$ cat src/rtl/root_5_en_multi_cycle_struct.sv
// root_5_en_multi_cycle_struct
// Integer fifth root: res = floor(x^(1/5)) for an unsigned w-bit operand.
// Bitwise binary search from the MSB of the root down. Each candidate is
// raised to the fifth power by one shared multiplier, one multiply per edge.
// All registers advance only on edges where clk_en=1.
//
// Optional feature macro: ROOT_5_EXACT_EN
//   defined   : exact = (res^5 == x), updated together with res
//   undefined : exact is tied to 0
//
// Ports
//   clk      in   system clock
//   rst      in   asynchronous active-high reset
//   clk_en   in   edge enable
//   x_vld    in   operand valid, sampled in IDLE only
//   x        in   unsigned operand [w-1:0]
//   busy     out  high while not in IDLE
//   res_vld  out  result valid, one enabled-cycle pulse
//   res      out  root [rw-1:0], held until the next result
//   exact    out  res^5 == x (only with ROOT_5_EXACT_EN)
//
// state | meaning
// IDLE  | waiting for x_vld, result registers hold
// TRY   | form candidate = root | (1 << idx), seed p with it
// MUL   | p <= p * cand, four times, leaving p = cand^5
// CMP   | keep candidate if p <= x_r; next bit or finish
module root_5_en_multi_cycle_struct #(
   parameter int w = 8
) (
   input  logic                 clk,
   input  logic                 rst,
   input  logic                 clk_en,
   input  logic                 x_vld,
   input  logic [w-1:0]         x,
   output logic                 busy,
   output logic                 res_vld,
   output logic [(w+4)/5-1:0]   res,
   output logic                 exact
);
   localparam int rw = (w + 4) / 5;
   localparam int PW = 5 * rw;
   localparam int IW = (rw > 1) ? $clog2(rw) : 1;

   typedef enum logic [1:0] {S_IDLE, S_TRY, S_MUL, S_CMP} state_t;

   state_t          state_q, state_d;
   logic [w-1:0]    x_r_q, x_r_d;
   logic [rw-1:0]   root_q, root_d;
   logic [rw-1:0]   cand_q, cand_d;
   logic [rw-1:0]   res_q, res_d;
   logic [PW-1:0]   p_q, p_d;
   logic [IW-1:0]   idx_q, idx_d;
   logic [2:0]      cnt_q, cnt_d;
   logic            res_vld_q, res_vld_d;

   logic [rw-1:0]   bit_sel;
   logic [PW-1:0]   x_ext;
   logic            p_le_x;

   assign bit_sel = rw'(1) << idx_q;
   assign x_ext   = PW'(x_r_q);
   // p holds the full cand^5 (PW bits), so the compare never sees truncation
   assign p_le_x  = (p_q <= x_ext);

`ifdef ROOT_5_EXACT_EN
   logic [PW-1:0]   root_pow_q, root_pow_d;
   logic            exact_q, exact_d;
`endif

   always_comb begin
      state_d   = state_q;
      x_r_d     = x_r_q;
      root_d    = root_q;
      cand_d    = cand_q;
      res_d     = res_q;
      p_d       = p_q;
      idx_d     = idx_q;
      cnt_d     = cnt_q;
      res_vld_d = 1'b0;
`ifdef ROOT_5_EXACT_EN
      root_pow_d = root_pow_q;
      exact_d    = exact_q;
`endif
      case (state_q)
         S_IDLE: begin
            if (x_vld) begin
               x_r_d   = x;
               root_d  = '0;
               idx_d   = IW'(rw - 1);
               state_d = S_TRY;
`ifdef ROOT_5_EXACT_EN
               root_pow_d = '0;
`endif
            end
         end
         S_TRY: begin
            cand_d  = root_q | bit_sel;
            p_d     = PW'(root_q | bit_sel);
            cnt_d   = '0;
            state_d = S_MUL;
         end
         S_MUL: begin
            p_d   = p_q * PW'(cand_q);
            cnt_d = cnt_q + 3'd1;
            if (cnt_q == 3'd3) state_d = S_CMP;
         end
         S_CMP: begin
            if (p_le_x) begin
               root_d = cand_q;
`ifdef ROOT_5_EXACT_EN
               root_pow_d = p_q;
`endif
            end
            if (idx_q != '0) begin
               idx_d   = idx_q - IW'(1);
               state_d = S_TRY;
            end else begin
               res_d     = p_le_x ? cand_q : root_q;
               res_vld_d = 1'b1;
               state_d   = S_IDLE;
`ifdef ROOT_5_EXACT_EN
               // root_pow is still the previous accepted power this edge
               exact_d = p_le_x ? (p_q == x_ext) : (root_pow_q == x_ext);
`endif
            end
         end
         default: state_d = S_IDLE;
      endcase
   end

   always_ff @(posedge clk or posedge rst) begin
      if (rst) begin
         state_q   <= S_IDLE;
         x_r_q     <= '0;
         root_q    <= '0;
         cand_q    <= '0;
         res_q     <= '0;
         p_q       <= '0;
         idx_q     <= '0;
         cnt_q     <= '0;
         res_vld_q <= 1'b0;
      end else if (clk_en) begin
         state_q   <= state_d;
         x_r_q     <= x_r_d;
         root_q    <= root_d;
         cand_q    <= cand_d;
         res_q     <= res_d;
         p_q       <= p_d;
         idx_q     <= idx_d;
         cnt_q     <= cnt_d;
         res_vld_q <= res_vld_d;
      end
   end

`ifdef ROOT_5_EXACT_EN
   always_ff @(posedge clk or posedge rst) begin
      if (rst) begin
         root_pow_q <= '0;
         exact_q    <= 1'b0;
      end else if (clk_en) begin
         root_pow_q <= root_pow_d;
         exact_q    <= exact_d;
      end
   end
   assign exact = exact_q;
`else
   assign exact = 1'b0;
`endif

   assign busy    = (state_q != S_IDLE);
   assign res_vld = res_vld_q;
   assign res     = res_q;

endmodule

$ cat config.mk
export PLATFORM = sky130hd
export DESIGN_NAME = root_5_en_multi_cycle_struct
export DESIGN_NICKNAME = d
export VERILOG_FILES = /design/src/rtl/root_5_en_multi_cycle_struct.sv
export SDC_FILE = /design/constraint.sdc
export NUM_CORES = 1
export LEC_CHECK = 0
export BUFFER_PORTS_ARGS = -buffer_cell sky130_fd_sc_hd__buf_2
export CORE_MARGIN = 3
export CORE_UTILIZATION = 60
export DETAILED_ROUTE_END_ITERATION = 12
export PLACE_DENSITY = 0.8
export SYNTH_ARGS = -nofsm -noshare
export SYNTH_HDL_FRONTEND = slang
export SYNTH_SLANG_ARGS = --single-unit
$ cat constraint.sdc
create_clock -name clk -period 4.1 [get_ports clk]
set_input_delay 0 -clock clk [delete_from_list [all_inputs] [get_ports clk]]
set_output_delay 0 -clock clk [all_outputs]
set_load 0.1 [all_outputs]
# After elaboration in Yosys (flattened, before gate mapping)
# Index checks and enable logic that the tools add are counted.
totals:
  regBits: 31
  input_bits: 12
  out_inout_bits: 5
op_classes:
  addsub: 2
  multipliers: 1
  n_lt_le_gt_ge: 1
  eq_ne: 6
  shifts: 1
  n_mux: 14
  bitwise_logic: 3
  n_reduce_logical: 10
op_table:
  columns: ["cell", "n"]
  rows:
  - ["one-hot mux 10 bit (2 select lines)", 1]
  - ["AND reduction 3 bit", 4]
  - ["<= comparator 10 x 8 -> 1 bit", 1]
  - ["multiplier 10 x 2 -> 10 bit", 1]
  - ["2-to-1 mux 2 bit", 4]
  - ["one-hot mux 2 bit (4 select lines)", 1]
  - ["one-hot mux 3 bit (2 select lines)", 1]
  - ["nonzero test 2 bit", 3]
  - ["2-to-1 mux 1 bit", 5]
  - ["equality test 2 bit (second input constant)", 2]
  - ["!= test 2 bit (second input constant)", 2]
  - ["bitwise OR 2 bit", 2]
  - ["one-hot mux 2 bit (2 select lines)", 1]
  - ["AND reduction 2 bit", 2]
  - ["adder 3 x 1 -> 3 bit (second input constant)", 1]
  - ["equality test 3 x 2 -> 1 bit (second input constant)", 1]
  - ["equality test 2 x 1 -> 1 bit (second input constant)", 1]
  - ["logical NOT 2 bit", 1]
  - ["one-hot mux 1 bit (2 select lines)", 1]
  - ["<< shifter 1 x 1 -> 2 bit (first input constant)", 1]
  - ["inverter 1 bit", 1]
  - ["subtractor 1 bit (second input constant)", 1]

# Longest topological paths before layout
# Gate-level depths: netlist of the first run.
depth:
  ltp_word: 3
  ltp_mapped: 11
  mapped_depth_nobuf: 10

# Least setup slack after synthesis of the first run
# OpenSTA, ideal clock, no wires.
synth_timing:
  kind: "register to register"
  start: "reg cand_q[1]"
  end: "reg p_q[9]"
  setup_ns: 0.127
  arrival_ns: 2.038
  slack_ns: 1.935
  stages_incl_launch_ff: 12
  n_path_buf: 1
  path_cell_list: "dfrtp_1 -> clkbuf_1 -> inv_1 -> nor2_1 -> ha_1 -> inv_1 -> fa_1 -> nand2b_1 -> a21oi_1 -> o21ai_0 -> a32oi_1 -> nand3_1"
synth_via:
  elab_chain_len: 2
synth_rtl:
  columns: ["element", "line_no", "text"]
  rows:
  - ["start, declared", "49", "logic [rw-1:0] cand_q, cand_d;"]
  - ["start signal, assigned", "146", "cand_q <= cand_d;"]
  - ["multiplier 10 x 2 -> 10 bit", "103", "p_d = p_q * PW'(cand_q);"]
  - ["one-hot mux 10 bit (2 select lines)", "84", "case (state_q)"]
  - ["end signal, assigned", "148", "p_q <= p_d;"]
  - ["end, declared", "51", "logic [PW-1:0] p_q, p_d;"]
# Every way passes these cells.
# A chain may end at the register's enable or synchronous reset.

# Worst setup path after layout of the first run
# Ends and elaborated chain as after synthesis.

==> results by group, run 1 <==
Outcome
  • Status: complete, no violations

Cells and area
  • Design area: 0.00239 mm²
  • Share of layout cells above drive strength 1: 15.7%
  • Commonest non-fill, non-tap cells in the layout: dfrtp_1 (31), inv_1 (26), nand2_1 (25), ha_1 (22), a21oi_1 (16)
  • Fill cells: 254
  • Final core utilization: 74.8%
  • Finished Layout Cells: 298
  • Fin nets: 288
  • Most common cell after layout, fill and taps aside: dfrtp_1
  • N_diodes: 0
  • Syn-to-layout area delta: 13.7%

Floorplan
  • Io pins: 17
  • Die X: 65.2 µm
  • Die Ht: 65.2 µm
  • Core area: 0.00320 mm²
  • Initial Util: 65.7%
  • # rows: 20
  • Area of the die: 0.00426 mm²

Place
  • Placed inst area: 0.00221 mm²
  • DPL Wire Length: 3200 µm
  • Gpl congestion: 0.896
  • Inst Count DP: 280
  • I/O Buffers: 15

Power
  • Leakage: 1.15 nW
  • Sw Pwr: 0.737 mW
  • Clock share of power: 16.4%
  • Comb pwr share: 50.5%
  • Sw Ratio: 46.8%
  • Reg power frac: 33.1%
  • Maximum VDD drop: 0.602 mV
  • P per Cell Area: 657 mW/mm²
  • Internal power: 0.837 mW

STA
  • Final setup fails: 0
  • Min Hold Slack: 0.207 ns
  • Fmax: 0.417 GHz
  • Max-slew violations: 0
  • Worst Clk Skew: 0.0117 ns
  • Period utilization: 58.5%
  • Fin crit period: 2.40 ns
  • Worst-margin pin slew: 0.702 ns
  • Slew margin rel.: 53.1%
  • Final Hold Vio Count: 0
  • Setup_tns: 0 ns
  • RSZ-0062 raised after global routing: false

GRT
  • GRT Residual Overflow: 0
  • Total GRT Usage: 23.9%
  • Largest net degree at the start of global routing: 32
  • First-pass GRT wire length: 7770 µm
  • Vias in the first global route: 1,641
  • Antenna violations before repair: 0

Worst setup path
  • Category of the most critical setup path: reg -> reg
  • Delay-heaviest family, CP: compound AO/OA/AOI/OAI gates
  • Critical-path cell list: inv_1 -> nor2_1 -> ha_1 -> inv_1 -> fa_1 -> nand2b_1 -> a21oi_1 -> o21ai_0 -> a32oi_1 -> nand3_1
  • Worst reg2reg path endpoint: p_q[9]
  • Startpoint class of the critical path: flip-flop
  • Critical Path Sink Type: flip-flop
  • Critical-path top delay cell: dfrtp_1
  • Crit path DAT: 2.63 ns
  • Most frequent CP cell: inv_1
  • R2R depth: 10
  • Critical Path RT: 4.33 ns
  • CP bufs+invs: 2
  • CP max stage delay: 0.49 ns
  • R2R Path Start: cand_q[1]
  • Reg2reg setup slack: 1.70 ns
  • CP max FO: 10

Route
  • Wirelength, routed: 4460 µm
  • Detailed-route DRC error count: 0
  • WL/cell: 15.0 µm
  • Initial drt markers: 128
  • Pre-antenna DRT Iters: 4
  • Vias: 1,719
  • Final ANT Viol Nets: 0
  • Vias per cell: 5.77

Logic synthesis
  • Synth Net Count: 263
  • Syn avg cell area: 9.24 µm²
  • Syn Std Cell Area: 0.00211 mm²
  • Warnings from Yosys: 0
  • FF+latch count, synth: 31
  • Sequential element share of the synthesized area: 36.8%
  • Yosys cell types: 41
  • Mapped Cells: 228

Min path
  • HP Class: in -> reg
  • Hold depth: 5
  • Hold Startpoint: x_vld
  • Hold endpoint: idx_q

Clocking
  • Worst-skew pair later-pin latency: 0.35 ns
  • Total clock sinks: 31
  • Clock-pin slew on the worst setup and hold paths: 0.11 ns
  • CTS H-tree lvls: 2
  • CTS tree: yes
  • Clock buffer depth: 2
  • CTS root buf: clkbuf_4
  • CTS buffer count: 5

Job
  • Max Cap Viol: 0
-- per-stage QoR --
stage / setup slack, ns / total power [mW]
6_report: 1.70 / 1.57
5_1_grt: 1.50 / 1.69
4_1_cts: 1.72 / 1.57
3_5_place_dp: 1.76 / 1.31
3_3_place_gp: 1.89 / 1.28
2_1_floorplan: 1.93 / 1.15
-- power by group through the flow --
stage                     Clock, mW  Sequential (mW)  Combinational, mW
after global placement            0            0.520              0.760
final                         0.258            0.522              0.794
after CTS                     0.259            0.520              0.793
after floorplan                   0            0.594              0.555
after global routing          0.273            0.537              0.885
after detailed placement          0            0.526              0.779
-- layout make-up --
cell class,count,area [µm²],share of cell area [%]
clock inverters,2,35.0,1.46
repair buffers,26,183,7.63
well taps,44,55.1,2.30
inverters,26,97.6,4.08
multi-input cells,163,1200,50.0
flip-flops and latches,31,776,32.4
clock buffers,6,51.3,2.14
-- logic make-up (layout without fill, tap and decap cells) --
family | Yosys count | count (layout) | synth area share [%]
DFF | 31 | 31 | 36.8
other | 1 | 1 | 0.178
adders and majority gates | 23 | 23 | 14.0
AOI/OAI and AO/OA | 57 | 57 | 19.2
buffers and inverters | 34 | 60 | 6.30
muxes | 12 | 12 | 6.24
xor gates and xnor gates | 4 | 4 | 1.66
and+or+nand+nor | 66 | 66 | 15.6
-- cells in the mapped netlist, drive strengths merged --
| cell | count | area [µm²] |
|---|---|---|
| dfrtp | 31 | 776 |
| inv | 26 | 97.6 |
| nand2 | 25 | 93.8 |
| ha | 22 | 275 |
| a21oi | 17 | 88.8 |
| o21ai | 15 | 75.1 |
| and2 | 13 | 81.3 |
| mux2 | 9 | 101 |
| nand3 | 9 | 45.0 |
| nor2 | 6 | 22.5 |
| clkbuf | 5 | 18.8 |
| o211ai | 5 | 51.3 |
| a2111oi | 4 | 53.8 |
| nand2b | 4 | 25.0 |
| a21o | 3 | 22.5 |
| buf | 3 | 16.3 |
| mux2i | 3 | 30.0 |
| nand4 | 3 | 18.8 |
| xnor2 | 3 | 26.3 |
| a211o | 2 | 17.5 |
| a31oi | 2 | 12.5 |
| a32oi | 2 | 17.5 |
| nor3 | 2 | 10.0 |
| o21a | 2 | 22.5 |
| o31ai | 2 | 15.0 |
| a31o | 1 | 8.76 |
| a32o | 1 | 10.0 |
| and3 | 1 | 7.51 |
| conb | 1 | 3.75 |
| fa | 1 | 20.0 |
| nand4bb | 1 | 11.3 |
| nor2b | 1 | 6.26 |
| o32ai | 1 | 8.76 |
| or2 | 1 | 6.26 |
| xor2 | 1 | 8.76 |
-- worst max-delay path by stage --
stage               from  endpoint  slack, ns  cells after the start
5_1_grt        cand_q[1]    p_q[9]       1.50                     10
6_report       cand_q[1]    p_q[9]       1.70                     10
3_3_place_gp   cand_q[1]    p_q[9]       1.89                     10
2_1_floorplan  cand_q[1]    p_q[9]       1.93                     11
4_1_cts        cand_q[1]    p_q[9]       1.72                     10
3_5_place_dp   cand_q[1]    p_q[9]       1.76                     10
-- routing by layer --
| metal | track usage, % | routed length (µm) | vias to the layer above |
|---|---|---|---|
| met5 | 0 | 0 | - |
| met4 | 9.33 | 61 | 0 |
| met3 | 4.10 | 204 | 7 |
| met2 | 41.0 | 2190 | 43 |
| met1 | 29.9 | 2000 | 832 |
| li1 | - | - | 837 |
-- worst min-delay path, cell delays in order --
cell and delay [ns]:
buf_2 0.09, nand2b_1 0.13, nand3_1 0.13, nand3_1 0.10, o21ai_0 0.07
-- flip-flops by register name, summed over array words and instances (netlist names) --
signal,cells
cnt_q,3
res,2
res_vld,1
p_q,10
cand_q,2
x_r_q,8
root_q,2
state_q,2
idx_q,1
-- repair_timing --
item	CTS	global route
endpoints found under the hold margin	42	0
hold buffers	10	0
gates resized for setup	0	0
buffers inserted	0	0
No activity file was read; power rests on OpenSTA's default activity.
==> inputs of run 2 (changes only) <==
CORE_UTILIZATION = 54   (was 60)
PLACE_DENSITY = 0.76   (was 0.8)
clock period = 2.1 ns   (was 4.1 ns; I/O delays follow)
==> run 2 against run 1 <==
Against the previous run:
- design area is 8.0% higher
- via count is 4.6% higher
- utilization is 5.2 points lower
- sequential share of layout area is 2.4 points lower
- sequential power is 89% higher
==> results by group, run 2 (synthesis results as in run 1) <==
Route
  • Vias per cell: 5.78
  • WL/cell: 16.3 µm
  • Vias: 1,798
  • Initial drt markers: 142
  • Final ANT Viol Nets: 0
  • Wirelength, routed: 5060 µm
  • Pre-antenna DRT Iters: 4
  • Detailed-route DRC error count: 0

Floorplan
  • Io pins: 17
  • # rows: 22
  • Area of the die: 0.00468 mm²
  • Initial Util: 56.7%
  • Die Ht: 68.4 µm
  • Die X: 68.4 µm
  • Core area: 0.00372 mm²

Cells and area
  • Fin nets: 297
  • Commonest non-fill, non-tap cells in the layout: dfrtp_1 (31), inv_1 (26), nand2_1 (25), ha_1 (16), buf_2 (15)
  • Biggest regs: p_q x10, x_r_q x8, cnt_q x3
  • Share of layout cells above drive strength 1: 24.7%
  • Largest Register: p_q
  • Most common cell after layout, fill and taps aside: dfrtp_1
  • Finished Layout Cells: 311
  • Max FFs per register: 10
  • N_diodes: 0
  • Syn-to-layout area delta: 22.8%

Job
  • Max Cap Viol: 0

Place
  • DPL Wire Length: 3380 µm
  • Gpl congestion: 0.879
  • I/O Buffers: 15
  • Inst Count DP: 294

GRT
  • Met3 usage: 4.60%
  • First-pass GRT wire length: 7850 µm
  • Largest net degree at the start of global routing: 32
  • Vias in the first global route: 1,735
  • Met1 usage: 26.2%
  • Grt peak-use layer: met2
  • Total GRT Usage: 23.1%
  • Antenna violations before repair: 0
  • Met2 usage: 42.1%
  • GRT Residual Overflow: 0

Worst setup path
  • Beginning of the critical path: cand_q[0]
  • Category of the most critical setup path: reg -> reg
  • Delay-heaviest family, CP: compound AO/OA/AOI/OAI gates
  • CP endpoint: p_q[9]
  • R2R depth: 8
  • CP max FO: 9
  • Critical-path top delay cell: dfrtp_1
  • Critical Path Stages: 8
  • Crit path DAT: 2.18 ns
  • CP bufs+invs: 1
  • Critical Path Sink Type: flip-flop
  • Critical Path RT: 2.28 ns
  • Reg2reg setup slack: 0.09 ns
  • Startpoint class of the critical path: flip-flop
  • R2R Path Start: cand_q[0]
  • Worst reg2reg path endpoint: p_q[9]
  • CP max stage delay: 0.40 ns
  • Critical-path cell list: buf_4 -> and2_1 -> ha_1 -> a21oi_2 -> o211ai_1 -> a31o_4 -> a32oi_1 -> nand3_1

Clocking
  • CTS root buf: clkbuf_8
  • Clock-pin slew on the worst setup and hold paths: 0.06 ns
  • Total clock sinks: 31
  • Setup Fix Bufs, Post-CTS: 0
  • CTS tree: yes
  • Clock buffer depth: 2
  • CTS H-tree lvls: 2
  • Worst-skew pair later-pin latency: 0.29 ns
  • CTS buffer count: 5

STA
  • Final setup fails: 0
  • Fin crit period: 2.01 ns
  • Max-slew violations: 0
  • Final Hold Vio Count: 0
  • Min Hold Slack: 0.0373 ns
  • Fmax: 0.498 GHz
  • Worst Clk Skew: 0.00278 ns
  • Period utilization: 95.7%
  • Worst-margin pin slew: 0.540 ns
  • Slew margin rel.: 63.9%

Power
  • Leakage: 1.20 nW
  • Maximum VDD drop: 0.960 mV
  • P per Cell Area: 1280 mW/mm²

Outcome
  • Status: complete, no violations

Min path
  • HP Class: in -> reg
## run 2: repair_timing
action                                  4_1_cts  5_1_grt
gates resized for setup                       1       20
pin swaps                                     0        7
endpoints found under the hold margin        39        0
hold buffers                                  9        0
endpoints found under the setup margin        1        5
## run 2: worst min-delay path by stage
stage | slack, ns | cells after the start | from | to
after floorplan | 0.10 | 1 | rst | cand_q[0]
after global placement | 0.1 | 3 | rst | x_r_q[2]
after detailed placement | 0.1 | 3 | rst | x_r_q[2]
after CTS | 0.03 | 2 | clk_en | cand_q[1]
after global routing | 0.1 | 2 | clk_en | cand_q[0]
final | 0.04 | 2 | clk_en | cand_q[1]
## run 2: metal layers
metal,part of all wire (%),routed length [µm],vias up
met5,0,0,-
met4,2.9,145,0
met3,5.8,294,19
met2,51,2600,60
met1,40,2020,856
li1,-,-,863
## run 2: stage by stage
stage / TNS, ns / instance area, µm² / utilization [%] / power, mW / setup slack, ns
5_1_grt: -0.0460 / 2590 / 69.6 / 3.57 / -0.0382
3_5_place_dp: -0.00585 / 2290 / 61.6 / 2.69 / -0.00585
4_1_cts: 0 / 2480 / 66.8 / 3.24 / 0.0200
6_report: 0 / 2590 / 69.6 / 3.32 / 0.0904
3_3_place_gp: 0 / 2290 / 61.6 / 2.62 / 0.0956
2_1_floorplan: 0 / 2110 / - / 2.25 / 0.0165
## run 2: final cells by class
class	count	area, µm²
well taps	48	60.1
repair buffers	35	251
flip-flops and latches	31	776
clock inverters	1	7.51
clock buffers	7	96.3
inverters	26	97.6
fillers	294	1130
multi-input cells	163	1300
## run 2: worst register-to-register path: stages (launching register included)
cell and delay [ns]:
dfrtp_1 0.40, buf_4 0.18, and2_1 0.17, ha_1 0.24, a21oi_2 0.23, o211ai_1 0.17
a31o_4 0.24, a32oi_1 0.18, nand3_1 0.09
## run 2: power by group
group | switching, mW | internal (mW) | leakage [nW]
combinational | 1.14 | 0.660 | 0.757
clock | 0.233 | 0.298 | 0.0505
sequential | 0.161 | 0.828 | 0.389
==> inputs of run 3 (changes only) <==
BUFFER_PORTS_ARGS = unset   (was -buffer_cell sky130_fd_sc_hd__buf_2)
CORE_UTILIZATION = 57   (was 54)
DONT_BUFFER_PORTS = 1   (was unset)
MAX_ROUTING_LAYER = met4   (was unset)
PLACE_DENSITY = 0.75   (was 0.76)
==> run 3 against run 2 <==
Against the previous run:
- combinational power is essentially flat
- non-clock buffer count shrank 10
- wire length shrank 4.8%
- sequential share of layout area grew 0.90 points
- maximum frequency grew 1.2%
- sequential cell count is the same
- utilization grew 3.4 points
- clock skew grew 0.0053 ns
- die area shrank 4.8%
- largest cell class unchanged
- critical path type unchanged
==> results by group, run 3 (synthesis results as in run 1) <==
Clocking
  • CTS root buf: clkbuf_8
  • Worst-skew pair later-pin latency: 0.29 ns
  • Clock buffer depth: 2
  • Clock-pin slew on the worst setup and hold paths: 0.08 ns
  • CTS tree: yes
  • CTS H-tree lvls: 2
  • CTS buffer count: 5
  • Total clock sinks: 31

Worst setup path
  • Category of the most critical setup path: reg -> reg
  • R2R depth: 8
  • R2R Path Start: cand_q[0]
  • CP max stage delay: 0.40 ns
  • CP endpoint: p_q[9]
  • Beginning of the critical path: cand_q[0]
  • CP max FO: 10
  • Reg2reg setup slack: 0.11 ns
  • Critical-path top delay cell: dfrtp_1
  • Worst reg2reg path endpoint: p_q[9]
  • Startpoint class of the critical path: flip-flop
  • Crit path DAT: 2.16 ns
  • Critical Path Sink Type: flip-flop
  • Critical Path RT: 2.27 ns
  • Critical-path cell list: buf_6 -> and2_1 -> ha_4 -> o211ai_1 -> a21oi_4 -> a31o_2 -> a32oi_1 -> nand3_1

Power
  • Maximum VDD drop: 1.02 mV
  • P per Cell Area: 1300 mW/mm²
  • Total power draw: 3.26 mW
  • Leakage: 1.15 nW

Route
  • Final ANT Viol Nets: 0
  • Wire length on met1: 2040 µm
  • Wirelength, routed: 4820 µm
  • Top Metal Used: met4
  • WL/cell: 16.1 µm
  • Vias per cell: 5.80
  • Pre-antenna DRT Iters: 5
  • Vias: 1,735
  • Initial drt markers: 120
  • Detailed-route DRC error count: 0
  • Met2 WL: 2530 µm
  • Wire length on met3: 174 µm

Place
  • DPL Wire Length: 3280 µm
  • Gpl congestion: 0.861
  • I/O Buffers: 0
  • DP Worst Slack: -0.0469 ns
  • Placed inst area: 0.00223 mm²
  • Inst Count DP: 280

STA
  • Worst-margin pin slew: 0.569 ns
  • Final setup fails: 0
  • Period utilization: 94.6%
  • Fmax: 0.504 GHz
  • Min Hold Slack: 0.0116 ns
  • Fin crit period: 1.99 ns
  • Worst setup margin: 0.114 ns
  • Slew margin rel.: 62.0%
  • Final Hold Vio Count: 0
  • Worst Clk Skew: 0.00808 ns
  • Max-slew violations: 0
  • Setup_tns: 0 ns

GRT
  • Largest net degree at the start of global routing: 32
  • Total GRT Usage: 24.7%
  • GRT Residual Overflow: 0
  • Antenna violations before repair: 0
  • First-pass GRT wire length: 7980 µm
  • Vias in the first global route: 1,790

Cells and area
  • Biggest regs: p_q x10, x_r_q x8, cnt_q x3
  • N_diodes: 0
  • Commonest non-fill, non-tap cells in the layout: dfrtp_1 (31), inv_1 (26), nand2_1 (25), ha_1 (18), buf_4 (14)
  • Syn-to-layout area delta: 19.3%
  • Design area: 0.00251 mm²
  • Share of layout cells above drive strength 1: 20.2%
  • Final core utilization: 73.0%
  • Largest Register: p_q
  • Max FFs per register: 10
  • Finished Layout Cells: 299
  • Fin nets: 287
  • Fill cells: 261
  • Most common cell after layout, fill and taps aside: dfrtp_1

Min path
  • HP Class: in -> reg
  • Hold Startpoint: clk_en

Floorplan
  • Core area: 0.00344 mm²
  • Io pins: 17
  • Die Ht: 66.8 µm
  • Die X: 66.8 µm
  • Initial Util: 61.2%
  • # rows: 21
  • Area of the die: 0.00446 mm²

Job
  • Max Cap Viol: 0

Outcome
  • Status: complete, no violations
run 3: layout make-up:
type / instances / area, µm² / share of cell area [%]
multi-input cells: 163 / 1270 / 50.6
inverters: 26 / 97.6 / 3.89
clock buffers: 5 / 68.8 / 2.74
flip-flops and latches: 31 / 776 / 30.9
clock inverters: 3 / 25.0 / 0.997
well taps: 46 / 57.6 / 2.29
repair buffers: 25 / 216 / 8.62
run 3: power breakdown:
part,switching [mW],leakage [nW],internal (mW)
Clock,0.253,0.0443,0.236
Sequential,0.159,0.389,0.827
Combinational,1.13,0.720,0.658
run 3: worst min path at each step:
stage / end / slack [ns] / depth (start not counted)
2_1_floorplan: cand_q[0] / 0.10 / 1
3_3_place_gp: x_r_q[4] / -0.007 / 2
3_5_place_dp: x_r_q[3] / -0.007 / 2
4_1_cts: res[1] / 0.003 / 4
5_1_grt: p_q[6] / 0.05 / 2
6_report: res[0] / 0.01 / 4
run 3: what timing repair did:
action | in CTS | in global routing
gates resized for setup | 2 | 17
hold buffers | 10 | 0
setup endpoints to repair | 1 | 4
endpoints found under the hold margin | 45 | 0
pin swaps | 0 | 6
buffers inserted | 0 | 1
run 3: worst max-delay path, delay by kind of cell, from the launching register on:
family | cells | cell delay (ns)
flops | 1 | 0.40
simple gates | 2 | 0.28
buf+inv | 1 | 0.14
fa+ha+maj | 1 | 0.23
compound gates | 4 | 0.80
run 3: routing by layer:
| layer | GRT usage (%) | up-vias |
|---|---|---|
| li1 | - | 846 |
| met3 | 5.90 | 8 |
| met2 | 42.0 | 37 |
| met1 | 28.4 | 844 |
| met4 | 8.63 | 0 |
| met5 | - | - |
